**config.mk**
```make
export PLATFORM = sky130hd
export DESIGN_NAME = fan_pwm_driver
export DESIGN_NICKNAME = d
export VERILOG_FILES = /design/src/rtl/fan_pwm_driver.sv
export SDC_FILE = /design/constraint.sdc
export NUM_CORES = 1
export LEC_CHECK = 0
export CAP_MARGIN = 10
export CORE_MARGIN = 1
export CORE_UTILIZATION = 60
export DETAILED_ROUTE_END_ITERATION = 8
export PLACE_DENSITY = 0.87
export SLEW_MARGIN = 20
export SYNTH_ARGS = -nofsm -noshare
export SYNTH_HDL_FRONTEND = slang
export SYNTH_SLANG_ARGS = --single-unit
```
**constraint.sdc**
```tcl
create_clock -name clk -period 3.6 [get_ports clk]
set_input_delay 0.72 -clock clk [delete_from_list [all_inputs] [get_ports clk]]
set_output_delay 0.72 -clock clk [all_outputs]
set_load 0.01 [all_outputs]
```
**src/rtl/fan_pwm_driver.sv**
```systemverilog
// Fan motor PWM driver: maps a 3-bit speed command to a duty target, kick-starts
// the fan from standstill, slew-limits later duty changes and updates PWM per period.
module fan_pwm_driver #(
    parameter int PWM_BITS    = 8,
    parameter int RAMP_DIV    = 16,
    parameter int KICK_CYCLES = 512
) (
    input  logic       clk,
    input  logic       reset,
    input  logic [2:0] fan_speed,
    output logic       fan_pwm,
    output logic [7:0] duty_current,
    output logic       fan_on,
    output logic       ramping
);

    localparam int RAMP_W = (RAMP_DIV > 1) ? $clog2(RAMP_DIV) : 1;
    localparam int KICK_W = (KICK_CYCLES > 1) ? $clog2(KICK_CYCLES) : 1;
    localparam logic [RAMP_W-1:0]   RAMP_LAST = RAMP_W'(RAMP_DIV - 1);
    localparam logic [KICK_W-1:0]   KICK_LAST = KICK_W'(KICK_CYCLES - 1);
    localparam logic [PWM_BITS-1:0] PWM_LAST  = '1;

    typedef enum logic [1:0] {
        IDLE,
        KICK,
        RAMP,
        HOLD
    } state_t;

    state_t              state;
    logic [2:0]          speed_q;
    logic [7:0]          target;
    logic [7:0]          duty_step;
    logic [7:0]          duty_shadow;
    logic [PWM_BITS-1:0] pwm_cnt;
    logic [RAMP_W-1:0]   ramp_cnt;
    logic [KICK_W-1:0]   kick_cnt;
    logic                pwm_compare;

    always_comb begin
        target = 8'd255;
        case (speed_q)
            3'd0:    target = 8'd0;
            3'd1:    target = 8'd64;
            3'd2:    target = 8'd128;
            3'd3:    target = 8'd192;
            default: target = 8'd255;
        endcase
    end

    // One LSB toward the target; never moves past it, so no wrap at 0 or 255.
    always_comb begin
        duty_step = duty_current;
        if (duty_current < target) begin
            duty_step = duty_current + 8'd1;
        end else if (duty_current > target) begin
            duty_step = duty_current - 8'd1;
        end
    end

    always_comb begin
        pwm_compare = (duty_shadow == 8'hFF) || (pwm_cnt < duty_shadow);
    end

    // The shadow only changes on the last count of a period, so no period is cut short.
    always_ff @(posedge clk) begin
        if (!reset) begin
            speed_q     <= 3'd0;
            pwm_cnt     <= '0;
            duty_shadow <= 8'd0;
        end else begin
            speed_q <= fan_speed;
            pwm_cnt <= pwm_cnt + PWM_BITS'(1);
            if (pwm_cnt == PWM_LAST) begin
                duty_shadow <= duty_current;
            end
        end
    end

    always_ff @(posedge clk) begin
        if (!reset) begin
            state        <= IDLE;
            duty_current <= 8'd0;
            ramp_cnt     <= '0;
            kick_cnt     <= '0;
            fan_pwm      <= 1'b0;
            fan_on       <= 1'b0;
            ramping      <= 1'b0;
        end else begin
            case (state)
                IDLE: begin
                    fan_pwm      <= 1'b0;
                    duty_current <= 8'd0;
                    if (target != 8'd0) begin
                        state    <= KICK;
                        kick_cnt <= '0;
                        fan_on   <= 1'b1;
                    end
                end
                KICK: begin
                    if (target == 8'd0) begin
                        state   <= IDLE;
                        fan_on  <= 1'b0;
                        fan_pwm <= 1'b0;
                    end else begin
                        fan_pwm  <= 1'b1;
                        kick_cnt <= kick_cnt + KICK_W'(1);
                        if (kick_cnt == KICK_LAST) begin
                            state        <= HOLD;
                            duty_current <= target;
                        end
                    end
                end
                HOLD: begin
                    fan_pwm <= pwm_compare;
                    if (target != duty_current) begin
                        state    <= RAMP;
                        ramp_cnt <= '0;
                        ramping  <= 1'b1;
                    end
                end
                RAMP: begin
                    fan_pwm  <= pwm_compare;
                    ramp_cnt <= (ramp_cnt == RAMP_LAST) ? '0 : ramp_cnt + RAMP_W'(1);
                    // Leave on the same edge the final step lands, not one edge later.
                    if ((duty_current == target) ||
                        ((ramp_cnt == RAMP_LAST) && (duty_step == target))) begin
                        duty_current <= target;
                        ramping      <= 1'b0;
                        if (target == 8'd0) begin
                            state   <= IDLE;
                            fan_on  <= 1'b0;
                            fan_pwm <= 1'b0;
                        end else begin
                            state <= HOLD;
                        end
                    end else if (ramp_cnt == RAMP_LAST) begin
                        duty_current <= duty_step;
                    end
                end
                default: begin
                    state <= IDLE;
                end
            endcase
        end
    end

endmodule

```
==> metrics.cfg <==
[outcome]
status = finished, violations left
violations = design-rule violations

[synth]
yosysMostFrequentCell = dfxtp_1
netlist_top_cells_count = dfxtp_1 (45), nor2_1 (38), nand2_1 (30), ha_1 (26), a21oi_1 (19)
synth.net_count = 377
synth_area_leaders = dfxtp_1 (32%), ha_1 (11%), nor2_1 (5.0%), mux2i_1 (4.6%), nand2_1 (4.0%)
ys_seq_area_share_pct = 31.8
synth_edf_count = 0
ys_types = 50
synth_area_leader_cell = dfxtp_1
ys_warn_count = 0
post-synth-top-area-fraction_pct = 31.8
ys_ff_latch = 45
synth.avg_cell_area_um2 = 8.18
synthArstFlopShare_pct = 0
netlist_area_mm2 = 0.00283
syn_inst = 346
synthFlopType = dfxtp_1

[floorplan]
die_w_um = 70.7
core.rowCount = 24
dieArea_mm2 = 0.00499
ios = 16
start_util_pct = 63.7
die_h_um = 70.7
design.core.area_mm2 = 0.00444

[timing]
worst_clock_skew_ns = 0.00564
setup_violations = 0
hold_violations = 0
min_period_ns = 3.43
maxSlewHeadroom_pct = 43.6
fin_ws_ns = 0.170
fmax_mhz = 292
fin_crit_sh_pct = 95.3
worst_pin_slew_ns = 0.842
timing_max_transition_violations_final = 0

[final_layout]
diodes = 0
fill_cells = 366
final-seq-area_um2 = 905
stdcell_area_mm2 = 0.00317
areaGrowthSynthToFinish_pct = 12.2
layout-drive-gt1-share_pct = 9.32
num-nets-final = 395
multiInputGateArea_mm2 = 0.00184

[global_route]
grtUsageTotal_pct = 28.5
grt_pass1_vias = 2463
grt_start_max_net_pins = 32
antenna_found_initial = 0
grt_pass1_wl_um = 11300
grt-ovfl-total = 0

[power_and_ir_drop]
switching_share_pct = 33.4
power.internal_mw = 0.815
switchingPower_mw = 0.408
leakage_nw = 1.23
power_density_mw_per_mm2 = 385
p_comb_share_pct = 31.1
p_clk_share_pct = 24.1
vdd_drop_max_mv = 0.452
seqPwrFrac_pct = 44.8
totalPowerFinal_mw = 1.22

[critical_path]
crit_chain = inv_1 > ha_1 > nand4_1 > nor2_2 > nor2_1 > o211a_1 > or3_1 > a211o_1 > nor4_2 > o2111a_2 > nor2_1 > a221o_1
critical_path_class = reg2reg
worstPathArrival_ns = 3.61
cp-start-kind = flip-flop
rrSetupSlack_ns = 0.17
crit_slowest_cell = dfxtp_4
max_stage_delay_ns = 0.41
setup.worst_path.end_class = flip-flop
worst-path-max-fanout = 11
crit_required_ns = 3.78
cp_common_cell = nor2_1

[placed_design]
dp_slack_ns = 0.0362
port_buffers = 15
gp_congestion = 0.935
hpwl_um = 4880
place_area_mm2 = 0.00306

[detailed_routing]
drc = 2
firstDrtPassIters = 7
drtIter0Drc = 235
drtAntennaViolNets = 0
vias = 2586
avgViaCountPerCell = 6.20
wl_per_cell_um = 15.9
wl_um = 6610

[cts]
cts.sinks = 45
clock_latency_ns = 0.30
cts_tree = built
root_buffer = clkbuf_8
numCtsBuffers = 5
cts.hold.buffers_added = 0
htree_levels = 2
clk_pin_slew_ns = 0.07
cts_buffer_depth = 2

[flow_run]
max-cap-violations = 0

[min_path]
hold_path.class = reg2reg

==> through the flow <==
step	utilization, %	setup TNS, ns	hold WS, ns	cells
floorplan	-	0	0.426	346
global placement	68.9	0	0.435	409
detailed placement	68.9	0	0.454	409
CTS	70.7	0	0.473	417
global route	71.4	-0.0224	0.511	417
finish	71.4	0	0.474	417
==> layer usage <==
metal | track usage, % | up-vias | wire [um]
met1 | 36.8 | 1212 | 2950
met3 | 5.70 | 11 | 408
met5 | 0 | - | 0
li1 | - | 1281 | -
met2 | 47.8 | 82 | 3150
met4 | 10.0 | 0 | 100
==> registers in the layout (all words and copies together) (netlist names) <==
register,count
state,2
pwm_cnt,8
ramping,1
fan_on,1
speed_q,3
kick_cnt,9
duty_shadow,8
ramp_cnt,4
duty_current,8
fan_pwm,1
==> timing repair <==
action / CTS / global route
setup endpoints to repair: 0 / 11
hold endpoints to repair: 0 / 0
buffers inserted: 0 / 0
gates resized for setup: 0 / 7
==> critical path, delay by kind of cell (launching register included) <==
| kind | cells | cell delay (ns) |
|---|---|---|
| buffers and inverters | 1 | 0.12 |
| AND/OR/NAND/NOR | 6 | 1.34 |
| adder cells (fa/ha/maj) | 1 | 0.34 |
| flip-flops | 1 | 0.41 |
| AO/OA/AOI/OAI | 4 | 1.10 |
==> final cells by class <==
| class | instances | share of cell area [%] |
|---|---|---|
| clock buffers | 8 | 2.52 |
| inverters | 15 | 1.77 |
| multi-input cells | 272 | 58.1 |
| flip-flops and latches | 45 | 28.5 |
| well taps | 52 | 2.05 |
| repair buffers | 25 | 7.10 |
==> path summary, 6_finish.rpt <==
kind                   start  depth (start not counted)              end
setup reg to reg  speed_q[2]                         12  duty_current[1]
hold reg to reg       fan_on                          2           fan_on
hold / removal        fan_on                          2           fan_on
setup / recovery  speed_q[2]                         12  duty_current[1]
==> power groups by stage <==
stage	logic [mW]	registers, mW	clock network (mW)
2_1_floorplan	0.268	0.559	0
3_3_place_gp	0.360	0.557	0
3_5_place_dp	0.364	0.558	0
4_1_cts	0.368	0.546	0.302
5_1_grt	0.417	0.552	0.322
6_report	0.380	0.547	0.295
==> layout by cell type (no fill, tap or decap), types with 2 or more instances in the layout <==
master           count
o21ai_1              2
a22oi_1              5
and3_1               7
ha_1                26
nand3_1             15
clkbuf_8             5
o21ai_0             15
a21oi_2              4
dfxtp_1             44
mux2i_1             13
clkbuf_1             3
nand2b_1             2
a21o_1               9
nor2_1              37
nand2_1             30
clkdlybuf4s50_1     15
or2_2                4
o21a_1               2
nor3_1              11
xor2_1               3
a211o_1              5
nor2b_1              2
xnor2_1              7
nand4_1              4
buf_4               10
o211ai_1             5
a211oi_1             3
nor2_2               2
a32oi_1              2
a221o_1              3
inv_1               15
and2_1               8
or3_1                7
a21oi_1             18
==> cells by family (layout without fill, tap and decap cells) <==
group | count (synthesis) | count (layout) | share of synthesized area (%)
XOR/XNOR | 11 | 11 | 3.41
flip-flops | 45 | 45 | 31.8
adder cells (fa/ha/maj) | 26 | 26 | 11.5
AO/OA/AOI/OAI | 85 | 85 | 21.0
buffers and inverters | 29 | 48 | 3.94
AND/OR/NAND/NOR | 136 | 136 | 23.4
multiplexers | 14 | 14 | 5.00
No activity file was read; power rests on OpenSTA's default activity.
